--- src/rtl/multicycle_control_fsm.sv ---
// Multicycle MIPS control sequencer: decodes op/funct, drives datapath selects and
// enables, and stalls on a variable-latency shared memory port with a wait timeout.
module multicycle_control_fsm #(
   parameter int unsigned MAX_WAIT = 255
) (
   input  logic       clk,
   input  logic       reset,
   input  logic [5:0] op,
   input  logic [5:0] funct,
   input  logic       zero,
   input  logic       mem_ready,
   output logic       memread,
   output logic       memwrite,
   output logic       iord,
   output logic       irwrite,
   output logic       pcwrite,
   output logic       branch,
   output logic [1:0] pcsrc,
   output logic       alusrca,
   output logic [1:0] alusrcb,
   output logic [2:0] alucontrol,
   output logic       regdst,
   output logic [1:0] memtoreg,
   output logic       regwrite,
   output logic       halted,
   output logic [3:0] state
);

   localparam int unsigned CNT_W = (MAX_WAIT < 2) ? 1 : $clog2(MAX_WAIT + 1);

   localparam logic [5:0] OP_RTYPE = 6'b000000;
   localparam logic [5:0] OP_LW    = 6'b100011;
   localparam logic [5:0] OP_SW    = 6'b101011;
   localparam logic [5:0] OP_BEQ   = 6'b000100;
   localparam logic [5:0] OP_ADDI  = 6'b001000;
   localparam logic [5:0] OP_ORI   = 6'b001101;
   localparam logic [5:0] OP_J     = 6'b000010;
   localparam logic [5:0] OP_LUI   = 6'b001111;

   typedef enum logic [3:0] {
      S_FETCH  = 4'd0,
      S_DECODE = 4'd1,
      S_MEMADR = 4'd2,
      S_MEMRD  = 4'd3,
      S_MEMWB  = 4'd4,
      S_MEMWR  = 4'd5,
      S_RTEXEC = 4'd6,
      S_ALUWB  = 4'd7,
      S_BRANCH = 4'd8,
      S_IEXEC  = 4'd9,
      S_IWB    = 4'd10,
      S_JUMP   = 4'd11,
      S_LUIWB  = 4'd12,
      S_HALT   = 4'd15
   } state_t;

   state_t           state_q, state_d;
   logic [CNT_W-1:0] wait_cnt_q, wait_cnt_d;
   logic             in_wait;
   logic [2:0]       rt_alu;
   logic             rt_valid;

   // The branch decision on zero is taken by the datapath's PC-enable logic.
   logic unused_zero;
   assign unused_zero = zero;

   always_ff @(posedge clk) begin
      if (reset) begin
         state_q    <= S_FETCH;
         wait_cnt_q <= '0;
      end else begin
         state_q    <= state_d;
         wait_cnt_q <= wait_cnt_d;
      end
   end

   // R-type funct decode, shared by sequencing and ALU control.
   always_comb begin
      rt_alu   = 3'b000;
      rt_valid = 1'b1;
      case (funct)
         6'b100000: rt_alu = 3'b101;
         6'b100010: rt_alu = 3'b001;
         6'b100100: rt_alu = 3'b111;
         6'b100101: rt_alu = 3'b110;
         6'b101010: rt_alu = 3'b000;
         default:   rt_valid = 1'b0;
      endcase
   end

   always_comb begin
      state_d    = state_q;
      wait_cnt_d = wait_cnt_q;
      in_wait    = 1'b0;
      case (state_q)
         S_FETCH: begin
            in_wait = 1'b1;
            if (mem_ready) state_d = S_DECODE;
         end
         S_DECODE: begin
            case (op)
               OP_LW, OP_SW:    state_d = S_MEMADR;
               OP_RTYPE:        state_d = S_RTEXEC;
               OP_BEQ:          state_d = S_BRANCH;
               OP_ADDI, OP_ORI: state_d = S_IEXEC;
               OP_J:            state_d = S_JUMP;
               OP_LUI:          state_d = S_LUIWB;
               default:         state_d = S_HALT;
            endcase
         end
         S_MEMADR: state_d = (op == OP_SW) ? S_MEMWR : S_MEMRD;
         S_MEMRD: begin
            in_wait = 1'b1;
            if (mem_ready) state_d = S_MEMWB;
         end
         S_MEMWR: begin
            in_wait = 1'b1;
            if (mem_ready) state_d = S_FETCH;
         end
         S_RTEXEC: state_d = rt_valid ? S_ALUWB : S_HALT;
         S_IEXEC:  state_d = S_IWB;
         S_MEMWB, S_ALUWB, S_BRANCH, S_IWB, S_JUMP, S_LUIWB: state_d = S_FETCH;
         S_HALT:   state_d = S_HALT;
         default:  state_d = S_HALT;
      endcase

      // Timeout: the cycle that brings the count to MAX_WAIT sends us to HALT.
      if (in_wait && !mem_ready && (MAX_WAIT != 0)) begin
         wait_cnt_d = wait_cnt_q + CNT_W'(1);
         if (wait_cnt_d == CNT_W'(MAX_WAIT)) state_d = S_HALT;
      end
      if (state_d != state_q) wait_cnt_d = '0;
   end

   always_comb begin
      memread    = 1'b0;
      memwrite   = 1'b0;
      iord       = 1'b0;
      irwrite    = 1'b0;
      pcwrite    = 1'b0;
      branch     = 1'b0;
      pcsrc      = 2'b00;
      alusrca    = 1'b0;
      alusrcb    = 2'b00;
      alucontrol = 3'b000;
      regdst     = 1'b0;
      memtoreg   = 2'b00;
      regwrite   = 1'b0;
      halted     = 1'b0;
      case (state_q)
         S_FETCH: begin
            memread    = 1'b1;
            alusrcb    = 2'b01;
            alucontrol = 3'b101;
            irwrite    = mem_ready;
            pcwrite    = mem_ready;
         end
         S_DECODE: begin
            alusrcb    = 2'b11;
            alucontrol = 3'b101;
         end
         S_MEMADR: begin
            alusrca    = 1'b1;
            alusrcb    = 2'b10;
            alucontrol = 3'b101;
         end
         S_MEMRD: begin
            memread = 1'b1;
            iord    = 1'b1;
         end
         S_MEMWB: begin
            memtoreg = 2'b01;
            regwrite = 1'b1;
         end
         S_MEMWR: begin
            memwrite = 1'b1;
            iord     = 1'b1;
         end
         S_RTEXEC: begin
            alusrca    = 1'b1;
            alucontrol = rt_alu;
         end
         S_ALUWB: begin
            regdst   = 1'b1;
            regwrite = 1'b1;
         end
         S_BRANCH: begin
            alusrca    = 1'b1;
            alucontrol = 3'b001;
            branch     = 1'b1;
            pcsrc      = 2'b01;
         end
         S_IEXEC: begin
            alusrca    = 1'b1;
            alusrcb    = 2'b10;
            alucontrol = (op == OP_ORI) ? 3'b110 : 3'b101;
         end
         S_IWB:   regwrite = 1'b1;
         S_JUMP: begin
            pcsrc   = 2'b10;
            pcwrite = 1'b1;
         end
         S_LUIWB: begin
            memtoreg = 2'b10;
            regwrite = 1'b1;
         end
         S_HALT:  halted = 1'b1;
         default: halted = 1'b1;
      endcase

      // Reset kills every enable immediately so an in-flight access cannot complete.
      if (reset) begin
         memread  = 1'b0;
         memwrite = 1'b0;
         irwrite  = 1'b0;
         pcwrite  = 1'b0;
         branch   = 1'b0;
         regwrite = 1'b0;
         halted   = 1'b0;
      end
   end

   assign state = state_q;

endmodule

--- config.mk ---
export PLATFORM = sky130hd
export DESIGN_NAME = multicycle_control_fsm
export DESIGN_NICKNAME = d
export VERILOG_FILES = /design/src/rtl/multicycle_control_fsm.sv
export SDC_FILE = /design/constraint.sdc
export NUM_CORES = 1
export LEC_CHECK = 0
export CAP_MARGIN = 30
export CORE_UTILIZATION = 65
export CTS_BUF_LIST = sky130_fd_sc_hd__clkbuf_8
export DETAILED_ROUTE_END_ITERATION = 8
export DONT_BUFFER_PORTS = 1
export MAX_ROUTING_LAYER = met4
export PLACE_DENSITY_LB_ADDON = 0.3
export RECOVER_POWER = 25
export SLEW_MARGIN = 20
export SYNTH_ARGS = -nofsm -noshare
export SYNTH_HDL_FRONTEND = slang
export SYNTH_SLANG_ARGS = --single-unit
--- constraint.sdc ---
create_clock -name clk -period 3.6 [get_ports clk]
set_input_delay 0.54 -clock clk [delete_from_list [all_inputs] [get_ports clk]]
set_output_delay 0.54 -clock clk [all_outputs]
set_load 0.05 [all_outputs]
After elaboration in Yosys (flattened, before gate mapping)
Index checks and enable logic that the tools add are counted.
- add/subtract/negate cells: 1
- equal/unequal tests: 26
- multiplexer cells: 34
- reduce and logical (&&, ||, !) cells: 17
- operator list (operator ; count):
    $eq A6 B6 Y1 const B ; 7
    $pmux W4 S8 ; 1
    $mux W4 ; 6
    $pmux W3 S4 ; 2
    $pmux W4 S6 ; 1
    $eq A4 B4 Y1 const B ; 5
    $eq A6 B4 Y1 const B ; 3
    $mux W1 ; 18
    $eq A4 B3 Y1 const B ; 4
    $reduce_or A13 Y1 ; 1
    $reduce_or A2 Y1 ; 6
    $add A8 B1 Y8 const B ; 1
    $eq A4 B2 Y1 const B ; 2
    $eq A8 B8 Y1 const B ; 1
    $pmux W2 S2 ; 2
    $reduce_or A4 Y1 ; 2
    $eq A6 B2 Y1 const B ; 1
    $eq A6 B3 Y1 const B ; 1
    $logic_not A6 Y1 ; 1
    $pmux W2 S3 ; 1
    $reduce_or A3 Y1 ; 2
    $reduce_or A6 Y1 ; 1
    $reduce_or A5 Y1 ; 1
    $eq A4 B1 Y1 const B ; 1
    other kinds (7) ; 7
- register bits after elaboration: 12
- input port bits: 16
- output and inout port bits: 23
- logic and storage cells: 80

Longest topological paths before layout
Gate-level depths: netlist (run 1).
- depth in word-level cells: 9
- mapped depth: 10
- mapped depth without buffers: 8

Worst setup path before layout (run 1)
Ideal clock, no wire load.
- path kind: register -> output
- start point: reg state_q[2], in the netlist state[2]
- end point: out alucontrol[2]
- arrival time: 3037 ps
- data required time: 3060 ps
- setup slack: 23 ps
- stages on the path, launching flop included: 6
- path through: dfxtp_1 > buf_4 > nand2b_1 > or2_2 > or4b_1 > o32ai_1
- word-level cells in the longest chain between the ends: 3
- ends and longest elaborated chain (what ; line ; text):
    from (decl) ; 57 ; state_t state_q, state_d;
    from (signal assigned) ; 72 ; state_q <= state_d;
    $eq A4 B2 Y1, or another cell as far along ; 150 ; case (state_q)
    $reduce_or A3 Y1 (no source line) ; -- ;
    $pmux W3 S4 * ; 150 ;
    to (decl) ; 21 ; output logic [2:0] alucontrol,
Mark *: on every way between the ends. The rest lies on a longest branch, timed or not.

Final worst setup path (run 1)
- start point: reg state_q[1], in the netlist state[1]
- end point: reg wait_cnt_q[1]
- word-level cells in the longest chain between the ends: 7
- ends and longest elaborated chain (what ; line ; text):
    $eq A4 B4 Y1, or another cell as far along ; 95 ; case (state_q)
    $reduce_or A6 Y1 or $reduce_or A3 Y1 (tied branches) ; -- ;
    $pmux W4 S8 or $mux W1 (tied branches) ; 95 ;
    $mux W4 or $logic_and A1 B1 Y1 (tied branches) ; 130, 128 ;
    $mux W4 ; 128 ; if (in_wait && !mem_ready && (MAX_WAIT != 0)) begin
    $ne A4 B4 Y1 ; 132 ; if (state_d != state_q) wait_cnt_d = '0;
    $reduce_or A2 Y1 (no source line) ; -- ;
    to (signal assigned) ; 73 ; wait_cnt_q <= wait_cnt_d;
    to (decl) ; 58 ; logic [CNT_W-1:0] wait_cnt_q, wait_cnt_d;
Several ways; a longest one is shown, not always the timed one.
A chain may end at the register's enable or synchronous reset.

==> results of run 1 <==
flip-flops by register name, summed over array words and instances (netlist names):
| register | cells |
|---|---|
| wait_cnt_q | 8 |
| state | 4 |
stage by stage:
| stage | hold slack, ps | setup slack, ps | util | total power [mW] |
|---|---|---|---|---|
| 4_1_cts | 359 | 507 | 0.810 | 1.09 |
| 5_1_grt | 363 | 202 | 0.800 | 1.14 |
| 6_report | 364 | 392 | 0.800 | 1.09 |
| 3_3_place_gp | 516 | 760 | 0.780 | 0.918 |
| 3_5_place_dp | 551 | 730 | 0.780 | 0.929 |
| 2_1_floorplan | 498 | 22.9 | - | 0.782 |
cell type report:
class                   instances  share of cell area
multi-input cells             158               0.671
flip-flops and latches         12               0.167
well taps                      25              0.0217
inverters                       5              0.0130
clock buffers                   4              0.0382
repair buffers                 18              0.0894
logic make-up after synthesis:
family                   Yosys count  synth area share
AND/OR/NAND/NOR                  100             0.414
AO/OA/AOI/OAI                     41             0.202
buffers and inverters             21            0.0761
XOR/XNOR                          13            0.0877
flip-flops                        12             0.185
multiplexers                       2            0.0154
adder cells (fa/ha/maj)            2            0.0193
cell usage after synthesis, types with 3 or more instances:
cell type  instances  area [sq um]
nand3_1            6          30.0
dfxtp_1           12           240
nor3_1             7          35.0
nand2b_1          11          68.8
nor2_1            27           101
o21ai_0            8          40.0
nand4_1            3          18.8
a21oi_1           14          70.1
nand2_1           17          63.8
xnor2_1            4          35.0
xor2_1             9          78.8
nand3b_1           4          30.0
and3_1             8          50.1
clkbuf_1           5          18.8
inv_1              5          18.8
buf_2              7          35.0
worst register-to-register path, delay by kind of cell (launching register included):
family	cells	cell delay [ps]
buffers and inverters	1	750
and+or+nand+nor	4	1320
AOI/OAI and AO/OA	3	460
DFF	1	590
per-layer routing:
layer | up-vias | track usage | wire (um)
met5 | - | - | 0
met4 | 0 | 0.143 | 157
met3 | 27 | 0.0627 | 371
met2 | 105 | 0.553 | 1680
met1 | 675 | 0.453 | 1410
li1 | 690 | - | -
power by group:
part           switching, mW  total [mW]  internal, mW
Combinational          0.531       0.746         0.215
Sequential            0.0415       0.194         0.152
Clock                 0.0524       0.149        0.0967
Total                  0.625        1.09         0.464
path summary, 6_finish.rpt:
check | from | endpoint | depth (start not counted)
min reg2reg | wait_cnt_q[7] | wait_cnt_q[7] | 2
max | state[1] | wait_cnt_q[1] | 8
max reg2reg | state[1] | wait_cnt_q[1] | 8
min | reset | state[0] | 1
==> metrics.md, run 1 <==
| Metric | Value |
|---|---|
| Final Cycle Share | `0.891` |
| WL/cell | `16.3 um` |
| Mapped Nets | `209` |
| First-pass GRT wire length | `5390 um` |
| DR iter-0 viols | `101` |
| Latest clock arrival within the worst-skew pair | `250 ps` |
| Dpl cells | `218` |
| GRT overflow | `0` |
| Cells after Synth | `191` |
| CTS H-tree lvls | `1` |
| Max Freq | `0.312 GHz` |
| Setup TNS | `0 ps` |
| CTS sink cnt | `12` |
| Most frequent cells in the layout | `27 x nor2_1, 17 x nand2_1, 14 x a21oi_1, 12 x buf_4, 12 x dfxtp_1` |
| Status | `completed` |
| Resized Gates After CTS | `0` |
| Row count | `15` |
| PwrDens | `755 nW/um^2` |
| Seq/Total Area, Yosys | `0.185` |
| Non-filler cells in the finished layout | `222` |
| Setup bufs post-CTS | `0` |
| Die width | `46.7 um` |
| Synth async-reset ratio | `0` |
| Clk_skew | `5.38 ps` |
| R2R setup slack | `390 ps` |
| # nets final | `216` |
| Slew Limit Fails | `0` |
| Hold Path Class | `in2reg` |
| Core Area | `1800 sq um` |
| Cts hold-fix bufs | `0` |
| I/O Buffers | `0` |
| Die ar. | `2180 sq um` |
| Synth Register Bits | `12` |
| Starting density of the core | `0.721` |
| DR pass1 iterations | `5` |
| Area Overhead vs Synth | `11.0%` |
| CP delay by family, top | `simple AND/OR/NAND/NOR gates` |
| Max Cap Violations | `0` |
| Root buf cell | `clkbuf_8` |
| Detailed Place HPWL | `2430 um` |
| Post-route minimum period | `3210 ps` |
| # setup viols final | `0` |
| Worst path cell trace | `clkbuf_1 -> nand2b_1 -> nor2_1 -> o2111ai_1 -> and3_1 -> a21oi_1 -> or4_1 -> a211oi_2` |
| Vias in the first global route | `1264` |
| Fin area | `1440 sq um` |
| Initial antenna violation count | `0` |
| Pin count of the biggest net entering global routing | `27` |
| Nature of the critical path endpoint | `flip-flop` |
| Crit Path Max Fanout | `13` |
| DR vias | `1497` |
| Slew @ Worst Pin | `932 ps` |
| Synth Warn # | `0` |
| Critical path's largest stage delay | `750 ps` |
| Worst path slowest cell | `clkbuf_1` |
| DRT antenna net count | `0` |
| Crit path DAT | `3380 ps` |
| RePlAce Congestion | `0.899` |
| Peak supply drop | `0.618 mV` |
| Post-synth EDFFs | `0` |
| RSZ-0062 raised after global routing | `no` |
| All-Layer GR Usage | `0.356` |
| WP data required | `3770 ps` |
| Clock slew at reported path FFs | `60 ps` |
| Leakage | `0.553 nW` |
| Post-Place Cell Area | `1410 sq um` |
| Antenna diodes | `0` |
| Syn Area/Cell | `6.80 sq um` |
| Post-route DRC violation count | `0` |
| Num CTS Buffers | `3` |
| Ports | `39` |
| Synth Flop Type | `dfxtp_1` |
| Post-synth cell types | `48` |
| Seq. cell area | `240 sq um` |
| Final wirelength | `3620 um` |
| CP bufs+invs | `1` |
| Most common cell after layout, fill and taps aside | `nor2_1` |
| Final hold vios | `0` |
| Layout cells sized above 1 | `0.122` |
| Critical Path Start Type | `flip-flop` |
| Area of the multi-input gates | `967 sq um` |
| Post-DR vias/cell | `6.74` |
| Number of fill cells | `128` |
| Relative slew slack | `0.379` |
| CTS tree | `done` |
| Area of the mapped netlist | `1300 sq um` |
| Die height | `46.7 um` |
| CP Class | `reg2reg` |
| Clock buffer depth | `2` |
Power figures use the tool's default switching activity.
==> run 2, diff against run 1 <==
- REMOVE_ABC_BUFFERS: not set -> 1
==> metrics.md, run 2 (synthesized netlist as in run 1, its figures left out) <==
| Metric | Value |
|---|---|
| Area Overhead vs Synth | `11.6% (was 11.0%)` |
| Detailed Place HPWL | `2430 um (about the same)` |
| # setup viols final | `0 (unchanged)` |
| Int Power | `0.470 mW (was 0.464 mW)` |
| Seq. cell area | `240 sq um (unchanged)` |
| Hold Path Class | `in2reg (unchanged)` |
| Number of fill cells | `140 (was 128)` |
| Pin count of the biggest net entering global routing | `27 (unchanged)` |
| CTS sink cnt | `12 (unchanged)` |
| I/O Buffers | `0 (unchanged)` |
| Row count | `15 (unchanged)` |
| Final wirelength | `3550 um (was 3620 um)` |
| Non-filler cells in the finished layout | `222 (unchanged)` |
| Sw frac | `0.568 (was 0.574)` |
| Core Area | `1800 sq um (unchanged)` |
| Die height | `46.7 um (unchanged)` |
| Starting density of the core | `0.721 (unchanged)` |
| Clock buffer depth | `2 (unchanged)` |
| Clk_skew | `1.74 ps (was 5.38 ps)` |
| Resized Gates After CTS | `0 (unchanged)` |
| Most frequent cells in the layout | `27 x nor2_1, 17 x nand2_1, 14 x a21oi_1, 14 x buf_4, 12 x dfxtp_1 (was 27 x nor2_1, 17 x nand2_1, 14 x a21oi_1, 12 x buf_4, 12 x dfxtp_1)` |
| Latest clock arrival within the worst-skew pair | `240 ps (was 250 ps)` |
| Ports | `39 (unchanged)` |
| Post-DR vias/cell | `6.69 (was 6.74)` |
| Root buf cell | `clkbuf_8 (unchanged)` |
| DR iter-0 viols | `86 (was 101)` |
| Leakage | `0.561 nW (was 0.553 nW)` |
| GRT overflow | `0 (unchanged)` |
| # nets final | `216 (unchanged)` |
| Most common cell after layout, fill and taps aside | `nor2_1 (unchanged)` |
| Post-route DRC violation count | `0 (unchanged)` |
| PwrDens | `750 nW/um^2 (was 755 nW/um^2)` |
| Slew Limit Fails | `0 (unchanged)` |
| Die ar. | `2180 sq um (unchanged)` |
| Crit Path Max Fanout | `5 (was 13)` |
| Most flop-heavy register | `wait_cnt_q (unchanged)` |
| First-pass GRT wire length | `5330 um (was 5390 um)` |
| RSZ-0062 raised after global routing | `no (unchanged)` |
| Layout cells sized above 1 | `0.132 (was 0.122)` |
| Antenna diodes | `0 (unchanged)` |
| Part of the power in the clock network | `0.136 (was 0.137)` |
| CTS H-tree lvls | `1 (unchanged)` |
| Post-route minimum period | `2930 ps (was 3210 ps)` |
| Status | `completed (unchanged)` |
| Initial antenna violation count | `0 (unchanged)` |
| Vias in the first global route | `1260 (was 1264)` |
| Worst path slowest cell | `or4b_1 (was clkbuf_1)` |
| CTS tree | `done (unchanged)` |
| PnR worst setup slack | `665 ps (was 392 ps)` |
| Critical path's largest stage delay | `550 ps (was 750 ps)` |
| Pre-CTS setup slack | `937 ps (was 730 ps)` |
| WL/cell | `16.0 um (was 16.3 um)` |
| Clock slew at reported path FFs | `50 ps (was 60 ps)` |
| Combinational group share of total power | `0.713 (was 0.685)` |
| Critical Path Start Type | `flip-flop (unchanged)` |
| Dpl cells | `218 (unchanged)` |
| WP data required | `3060 ps (was 3770 ps)` |
| Switching power | `0.617 mW (was 0.625 mW)` |
| Final hold vios | `0 (unchanged)` |
| Worst path cell trace | `nand2b_1 -> or2_2 -> or4b_1 -> or3b_2 -> nand2_1 -> buf_12 (was clkbuf_1 -> nand2b_1 -> nor2_1 -> o2111ai_1 -> and3_1 -> a21oi_1 -> or4_1 -> a211oi_2)` |
| Peak supply drop | `0.459 mV (was 0.618 mV)` |
| DR pass1 iterations | `5 (unchanged)` |
| RePlAce Congestion | `0.877 (was 0.899)` |
| Final Cycle Share | `0.815 (was 0.891)` |
| Area of the multi-input gates | `967 sq um (unchanged)` |
| Cts hold-fix bufs | `0 (unchanged)` |
| Max Freq | `0.341 GHz (was 0.312 GHz)` |
| Num CTS Buffers | `3 (unchanged)` |
| All-Layer GR Usage | `0.353 (was 0.356)` |
| Setup bufs post-CTS | `0 (unchanged)` |
| Die width | `46.7 um (unchanged)` |
| Max Cap Violations | `0 (unchanged)` |
| DRT antenna net count | `0 (unchanged)` |
| DR vias | `1486 (was 1497)` |
| CP Class | `reg2out (was reg2reg)` |
| Relative slew slack | `0.417 (was 0.379)` |
| Max reg flops | `8 (unchanged)` |
| Slew @ Worst Pin | `871 ps (was 932 ps)` |
| Flop pwr share | `0.151 (was 0.178)` |
| Hold slack | `360 ps (was 364 ps)` |
| Nature of the critical path endpoint | `output pin (was flip-flop)` |
| Crit path DAT | `2390 ps (was 3380 ps)` |
-- run 2: final cells by class --
type / count / area share
Sequential cell: 12 / 0.166
Tap cell: 25 / 0.0216
Inverter: 5 / 0.0130
Multi-Input combinational cell: 158 / 0.668
Clock buffer: 4 / 0.0380
Timing Repair Buffer: 18 / 0.0941
-- run 2: metrics by stage --
stage          cell area [sq um]  power, mW  utilization  setup TNS (ps)
3_3_place_gp                1410      0.915        0.780               0
2_1_floorplan               1220      0.746            -            -293
3_5_place_dp                1410      0.935        0.780               0
6_report                    1450       1.09        0.804               0
4_1_cts                     1460       1.08        0.810               0
5_1_grt                     1450       1.14        0.804               0
-- run 2: per-layer routing --
layer  vias to the layer above  GRT usage  share of wire  routed length [um]
li1                        694          -              -                   -
met1                       696      0.414           0.40                1410
met2                        82      0.581           0.49                1760
met3                        14     0.0941          0.083                 293
met4                         0      0.114          0.025                  89
met5                         -          -              0                   0
-- run 2: critical path, delay by kind of cell, from the launching register on --
kind | cells | cell delay, ps
and+or+nand+nor | 5 | 1710
buffers and inverters | 1 | 140
DFF | 1 | 300
-- run 2: worst paths after layout --
check	start	endpoint	slack, ps	depth (start not counted)
setup / recovery	state[3]	alucontrol[0]	670	6
hold / removal	reset	state[3]	360	1
setup reg to reg	state[2]	wait_cnt_q[1]	960	8
hold reg to reg	wait_cnt_q[7]	wait_cnt_q[7]	560	2
-- run 2: power groups by stage --
stage / clock network, mW / logic (mW) / registers, mW
floorplan: 0 / 0.470 / 0.276
global placement: 0 / 0.749 / 0.165
detailed placement: 0 / 0.768 / 0.166
CTS: 0.145 / 0.776 / 0.164
global route: 0.154 / 0.819 / 0.166
finish: 0.148 / 0.775 / 0.164
